### config.mk
export PLATFORM = sky130hd
export DESIGN_NAME = writeback_queue
export DESIGN_NICKNAME = d
export VERILOG_FILES = /design/src/rtl/writeback_queue.sv
export SDC_FILE = /design/constraint.sdc
export NUM_CORES = 1
export LEC_CHECK = 0
export CAP_MARGIN = 10
export CORE_ASPECT_RATIO = 1.1
export CORE_MARGIN = 2
export CORE_UTILIZATION = 40
export CTS_CLUSTER_DIAMETER = 200
export CTS_CLUSTER_SIZE = 30
export DETAILED_ROUTE_END_ITERATION = 8
export DONT_BUFFER_PORTS = 1
export GPL_TIMING_DRIVEN = 0
export PLACE_DENSITY = 0.54
export SYNTH_ARGS = -nofsm -noshare
export SYNTH_HDL_FRONTEND = slang
export SYNTH_SLANG_ARGS = --single-unit
export TNS_END_PERCENT = 1
### constraint.sdc
create_clock -name clk -period 3.25 [get_ports clk]
set_input_delay 0.8125 -clock clk [delete_from_list [all_inputs] [get_ports clk]]
set_output_delay 0.8125 -clock clk [all_outputs]
set_load 0.005 [all_outputs]
### src/rtl/writeback_queue.sv
// writeback_queue: buffers register-file writes in a FIFO and drains one per cycle onto the write port.
module writeback_queue #(
  parameter int DEPTH = 4,
  parameter int DATA_W = 16,
  parameter int ADDR_W = 4
) (
  input  logic                       clk,
  input  logic                       rst,
  input  logic                       in_valid,
  output logic                       in_ready,
  input  logic [ADDR_W-1:0]          in_reg,
  input  logic [DATA_W-1:0]          in_data,
  input  logic                       hold,
  input  logic                       flush,
  output logic                       rf_write,
  output logic [ADDR_W-1:0]          rf_write_reg,
  output logic [DATA_W-1:0]          rf_write_data,
  input  logic [ADDR_W-1:0]          query_reg,
  output logic                       query_busy,
  output logic [2**ADDR_W-1:0]       pending_mask,
  output logic [$clog2(DEPTH):0]     count
);
  localparam int PW = $clog2(DEPTH);
  localparam int CW = PW + 1;
  logic [ADDR_W-1:0] mem_reg [DEPTH];
  logic [DATA_W-1:0] mem_data [DEPTH];
  logic [PW-1:0] rd_ptr, wr_ptr;
  logic push, pop;
  assign in_ready = count < CW'(DEPTH);
  assign push = in_valid & in_ready & ~flush;
  assign pop = ~hold & ~flush & (count != '0);
  assign query_busy = pending_mask[query_reg];
  // Walk only the occupied slots, starting at the head, so stale entries never mark a register busy.
  always_comb begin
    pending_mask = '0;
    for (int k = 0; k < DEPTH; k++)
      if (CW'(k) < count) pending_mask[mem_reg[rd_ptr + PW'(k)]] = 1'b1;
    if (rf_write) pending_mask[rf_write_reg] = 1'b1;
  end
  always_ff @(posedge clk)
    if (push && !rst) begin
      mem_reg[wr_ptr] <= in_reg;
      mem_data[wr_ptr] <= in_data;
    end
  always_ff @(posedge clk) begin
    if (rst) begin
      count <= '0;
      rd_ptr <= '0;
      wr_ptr <= '0;
      rf_write <= 1'b0;
      rf_write_reg <= '0;
      rf_write_data <= '0;
    end else if (flush) begin
      count <= '0;
      rd_ptr <= '0;
      wr_ptr <= '0;
      rf_write <= 1'b0;
    end else begin
      rf_write <= pop;
      if (push) wr_ptr <= wr_ptr + 1'b1;
      if (pop) begin
        rd_ptr <= rd_ptr + 1'b1;
        rf_write_reg <= mem_reg[rd_ptr];
        rf_write_data <= mem_data[rd_ptr];
      end
      count <= count + CW'(push) - CW'(pop);
    end
  end
endmodule
==> impl_metrics.tcl <==
set metrics [dict create \
    result_of_the_run "finished with violations" \
    violations "setup timing" \
    leakage_uw 0.00208 \
    slew-limit-headroom_pct 24.7 \
    drtAntennaViolNets 0 \
    boundaryPins 71 \
    setup_tns_ns -0.340 \
    finalWorstPathRequiredPeriod_ns 3.59 \
    fin_cells 659 \
    area.growth.synth_to_final_pct 18.3 \
    unrepaired_setup_endpoints_after_global_routing "yes" \
    setup.worst_path.class "register to output pin" \
    clkSinkCount 110 \
    timing_hold_violations_final 0 \
    wl_per_cell_um 20.9 \
    dp_cells 633 \
    initial_core_util_pct 41.3 \
    num-fill-cells 1188 \
    detail_route.first_pass.iterations 4 \
    setup_viol 1 \
    synth.cell_area_um2 5480 \
    synth_sequential_area_ratio_pct 54.8 \
    grt_use_total_pct 19.8 \
    grt_pass1_vias 3938 \
    cp_max_fo 6 \
    commonest_non_fill_non_tap_cells_in_the_layout "edfxtp_1 (80), nand2_1 (57), nor2_1 (28), dfxtp_1 (26), mux4_2 (24)" \
    fin_ws_ns -0.340 \
    async_s_r_ff_share_synth_pct 0 \
    worstSetupStartpointType "register" \
    num_antenna_cells 0 \
    cts_inserted_buffers 9 \
    post_synthesis_mean_instance_area_um2 12.2 \
    globalRouteOverflowTotal 0 \
    fmaxAchievable_ghz 0.279 \
    worst_clock_skew_ns 0.0124 \
    post-route-drc-count 0 \
    drt_initial_violations 183 \
    synthesis.nets 487 \
    grt_util_met3_pct 5.21 \
    layout_worst_path_cycle_share_pct 110 \
    antenna_found_initial 1 \
    synth_enable_flop_cells 80 \
    power_density_nw_per_um2 426 \
    route.vias.total 3809 \
    mostFrequentLayoutCell "edfxtp_1" \
    core_area_um2 13300 \
    yosys_most_used_dff "edfxtp_1" \
    clk_root_buffer_cell "clkbuf_16" \
    worst-endpoint-arrival_ns 2.78 \
    route.final.wire_length_mm 13.8 \
    largest_register_ffs 64 \
    cts.hold.buffers_added 0 \
    top_usage_layer "met2" \
    post_route_cells_drive_above_1_share_pct 26.7 \
    r2r_setup_slack_ns 0.34 \
    globalRouteMet2Util_pct 34.3 \
    placer_congestion 0.887 \
    die_area_um2 14700 \
    floorplan.die.height_um 127 \
    grt_start_max_net_pins 21 \
    fp-row-count 44 \
    hold_path.class "register to register" \
    tightest_slew_ns 1.13 \
    numPortBuffers 0 \
    ctsLongestPathBuffers 2 \
    flip_flop_and_latch_count_after_synthesis 110 \
    ys_types 60 \
    routed_via_density 5.78 \
    synthCells 449 \
    chipWidth_um 116 \
    grt_first_pass_wirelength_mm 21.8 \
    cts.reportedPaths.clkPinSlew_ns 0.07 \
    nets 508 \
    synth_warnings 0 \
    max_capacitance_violation_count 0 \
    vdd_ir_drop_max_v 0.000323 \
    kind_of_capture_point_of_the_worst_setup_path "output pin" \
    slew_viol_final 0 \
    dp_hpwl_mm 9.94 \
    crit_required_ns 2.44 \
    grt_util_met1_pct 23.2 \
    cts_tree "yes" \
    clk_latency_ns 0.35 \
    htreeDepth 3 \
]
[routing by layer]
metal  routed length (um)  vias up
met5                   11        -
met4                  455        2
met3                  865       35
met2                 7020      121
met1                 5400     1895
li1                     -     1756
[synth_stat cells (4+ instances only)]
library cell / count / area, um2
and3_1: 4 / 25.0
dfxtp_1: 30 / 601
a21oi_1: 25 / 125
ha_1: 8 / 100
a211o_1: 4 / 35.0
mux2i_1: 9 / 90.1
nor3b_1: 5 / 37.5
nor3_1: 12 / 60.1
mux2_2: 5 / 56.3
o22ai_1: 28 / 175
edfxtp_1: 80 / 2400
buf_1: 5 / 18.8
mux4_2: 24 / 541
clkbuf_1: 10 / 37.5
or2_2: 6 / 37.5
nor2_1: 28 / 105
or3_1: 7 / 43.8
inv_1: 12 / 45.0
nor2b_1: 6 / 37.5
nand2b_1: 14 / 87.6
o21bai_1: 6 / 45.0
o21ai_0: 7 / 35.0
nand2_1: 59 / 221
[power breakdown]
part	switching, uW	leakage, uW	internal, uW
Clock	472	0.000142	619
Combinational	78.8	0.000971	55.6
Sequential	11.6	0.000967	1520
Total	562	0.00208	2200
[path summary, 6_finish.rpt]
check / start / end / depth (start not counted)
max: rd_ptr[0] / query_busy / 11
min: rf_write_data[9] / rf_write_data[9] / 2
max reg2reg: count[0] / count[2] / 11
min reg2reg: rf_write_data[9] / rf_write_data[9] / 2
[layout make-up]
| type | instances | area [um2] | area share [%] |
|---|---|---|---|
| Buffer | 22 | 150 | 2.32 |
| Clock buffer | 11 | 243 | 3.75 |
| Clock inverter | 5 | 58.8 | 0.907 |
| Inverter | 12 | 45.0 | 0.695 |
| Multi-Input combinational cell | 305 | 2640 | 40.8 |
| Sequential cell | 110 | 3010 | 46.4 |
| Tap cell | 184 | 230 | 3.55 |
| Timing Repair Buffer | 10 | 104 | 1.60 |
[cells by family (layout without fill, tap and decap cells)]
kind of cell	count (synthesis)	count (layout)	synth area share, %
AO/OA/AOI/OAI	93	93	11.4
XOR/XNOR	4	4	0.639
adder cells (fa/ha/maj)	9	9	2.19
buffers and inverters	35	60	3.17
flip-flops	110	110	54.8
multiplexers	43	44	14.0
AND/OR/NAND/NOR	155	155	13.8
[metrics by stage]
stage | total power, uW | util (%) | worst slack, ns | instance area (um2) | hold WS [ns]
after global routing | 2850 | 48.8 | -0.423 | 6480 | 0.507
after detailed placement | 1680 | 43.0 | -0.443 | 5710 | 0.470
after CTS | 2780 | 48.6 | -0.332 | 6450 | 0.482
after global placement | 1680 | 43.0 | -0.427 | 5710 | 0.470
after floorplan | 1650 | - | 0.109 | 5480 | 0.453
final | 2760 | 48.8 | -0.340 | 6480 | 0.480
[what timing repair did]
item | 4_1_cts | 5_1_grt
buffers inserted | 8 | 1
gates resized for setup | 74 | 6
setup endpoints to repair | 17 | 4
gates cloned | 2 | 0
pin swaps | 15 | 3
endpoints found under the hold margin | 0 | 0
[critical path: stages (launching register included)]
cell and delay, ns:
dfxtp_1 0.32, buf_6 0.14, bufbuf_16 0.27, buf_12 0.10
mux2i_4 0.23, nor3_1 0.09, a21oi_2 0.25, o22ai_1 0.19
o311a_1 0.38, o31a_1 0.12, o221ai_2 0.18, o2111ai_2 0.16
No activity file was read; power rests on OpenSTA's default activity.
==> RTL change: new RTL, same settings <==
Register the output `count` once more, cleared by the reset; this adds one clock of latency there. The other outputs are not delayed to match.
--- a/src/rtl/writeback_queue.sv
+++ b/src/rtl/writeback_queue.sv
@@ -22,19 +22,21 @@
 );
   localparam int PW = $clog2(DEPTH);
   localparam int CW = PW + 1;
+
+  logic [$clog2(DEPTH):0] count_s0;
   logic [ADDR_W-1:0] mem_reg [DEPTH];
   logic [DATA_W-1:0] mem_data [DEPTH];
   logic [PW-1:0] rd_ptr, wr_ptr;
   logic push, pop;
-  assign in_ready = count < CW'(DEPTH);
+  assign in_ready = count_s0 < CW'(DEPTH);
   assign push = in_valid & in_ready & ~flush;
-  assign pop = ~hold & ~flush & (count != '0);
+  assign pop = ~hold & ~flush & (count_s0 != '0);
   assign query_busy = pending_mask[query_reg];
   // Walk only the occupied slots, starting at the head, so stale entries never mark a register busy.
   always_comb begin
     pending_mask = '0;
     for (int k = 0; k < DEPTH; k++)
-      if (CW'(k) < count) pending_mask[mem_reg[rd_ptr + PW'(k)]] = 1'b1;
+      if (CW'(k) < count_s0) pending_mask[mem_reg[rd_ptr + PW'(k)]] = 1'b1;
     if (rf_write) pending_mask[rf_write_reg] = 1'b1;
   end
   always_ff @(posedge clk)
@@ -44,14 +46,14 @@
     end
   always_ff @(posedge clk) begin
     if (rst) begin
-      count <= '0;
+      count_s0 <= '0;
       rd_ptr <= '0;
       wr_ptr <= '0;
       rf_write <= 1'b0;
       rf_write_reg <= '0;
       rf_write_data <= '0;
     end else if (flush) begin
-      count <= '0;
+      count_s0 <= '0;
       rd_ptr <= '0;
       wr_ptr <= '0;
       rf_write <= 1'b0;
@@ -63,7 +65,15 @@
         rf_write_reg <= mem_reg[rd_ptr];
         rf_write_data <= mem_data[rd_ptr];
       end
-      count <= count + CW'(push) - CW'(pop);
+      count_s0 <= count_s0 + CW'(push) - CW'(pop);
     end
   end
+  always_ff @(posedge clk) begin
+    if (rst) begin
+      count <= '0;
+    end else begin
+      count <= count_s0;
+    end
+  end
+
 endmodule
Formal check against the unedited RTL: not equivalent (a bounded check fails within 4 cycles, from zero or initial values and one cycle with rst high).
==> RTL change against the unedited design <==
The flow still finishes with violations (negative setup slack); cell count fell by 1.1%; via count shrank 4.8%; register-to-register slack improved by 20 ps; area after synthesis down 0.34%; die area decreased by 0.33%; clock skew shrank 4.6 ps; sequential power rose by 3%; global-route usage decreased by 0.70 points; sequential cell count increased by 3; design area grew 2.2%; total power increased by 29%; worst setup slack worse by 130 ps; routed wire length decreased by 4.5%.
==> RTL change: results (changes against the unedited design) <==
[critical_path]
reg2reg_to=count_s0[2]
crit_start=rd_ptr[0]
path_max_fanout=5  ; -1
cpPeakStageDelay_ps=570  ; +190 ps
critPathArrivalTime_ps=2910  ; +130 ps
r2r_start=count_s0[0]
r2r_slack_ps=360  ; +20 ps
cpMaxStageDelayCell=mux4_2

[pwr]
leakage_nw=2.19  ; +5.2%
seq_power_share_pct=44.3  ; -11 points
combPwrFrac_pct=3.2  ; -1.7 points
p_sw_mw=0.735  ; +31%
ir_drop_uv=547  ; +69%
intPower_mw=2.82  ; +28%

[placement]
placed_cell_area_sq_mm=0.00569  ; -0.33%
place.gp.congestion=0.899  ; +1.3%
dpl.hpwl_microns=9150  ; -7.9%
pre_cts_ws_ps=-605  ; -162 ps
dp.cells=606  ; -4.3%

[clock_network]
cts_setup_buffers=8  ; unchanged
h-tree-depth=4  ; +1
cts_buffers=17  ; +8
cts-resized-gates=31  ; -58%
clk-insertion-delay-late_ps=400  ; +50 ps

[route]
vias=3627  ; -4.8%
drt_iter0_drc=247  ; +35%
routed_wirelength_microns=13100  ; -4.5%

[synth]
synth_edf_count=80  ; unchanged
synth_cell_types=61  ; +1.7%
synthTopCellsByArea=edfxtp_1 44%, mux4_2 12%, dfxtp_1 12%
synth_common_cells=80 x edfxtp_1, 63 x nand2_1, 33 x dfxtp_1, 30 x a21oi_1, 30 x mux4_2
synth-seq-area-share_pct=56.1  ; +1.3 points
avgSynthCellArea_sq_um=12.9  ; +6.0%
syn_nets=460  ; -5.5%

[outcome]
outcome=finished, violations left
violations=negative setup slack

[global_route]
grt_pass1_vias=3757  ; -4.6%
antenna_found_initial=0  ; -1
track_usage_pct=19.1  ; -0.70 points
grt_pass1_wl_microns=20600  ; -5.6%

[finish]
fillers=1190  ; +0.17%
fin_cells=652  ; -1.1%
final_nets=493  ; -3.0%
final_layout_size_suffix_gt1_share_pct=28.0  ; +1.3 points

[timing]
setup_tns_ps=-470  ; -131 ps
setup_ws_ps=-470  ; -131 ps
hold_slack_ps=475  ; -4.32 ps
worst_pin_slew_ps=1200  ; +72.6 ps
finalSetupViolations=1  ; unchanged

[min_path]
hp-start=rf_write_data[7]
whs_endpoint=rf_write_data[7]

[RTL change: cell families after synthesis]
logic type | Yosys count | share of synthesized area (%)
flip-flops | 113 | 56.1
AND/OR/NAND/NOR | 167 | 16.1
AO/OA/AOI/OAI | 62 | 7.74
multiplexers | 38 | 14.8
buffers and inverters | 29 | 2.45
adder cells (fa/ha/maj) | 9 | 2.20
XOR/XNOR | 4 | 0.642
[RTL change: final cells by class]
type                    instances  area (sq um)  area share [%]
multi-input cells             280          2400            36.3
well taps                     184           230            3.48
plain buffers                  17           111            1.68
inverters                      10          40.0           0.605
repair buffers                 16           158            2.38
flip-flops and latches        113          3070            46.3
clock buffers                  17           425            6.42
clock inverters                15           185            2.80
[RTL change: layer usage]
metal  vias to the layer above  part of all wire (%)  track usage, %
met3                        20                   6.9            5.92
met4                         0                   2.4            7.09
li1                       1685                     -               -
met2                       132                    52            33.3
met5                         -                     0               0
met1                      1790                    39            21.8
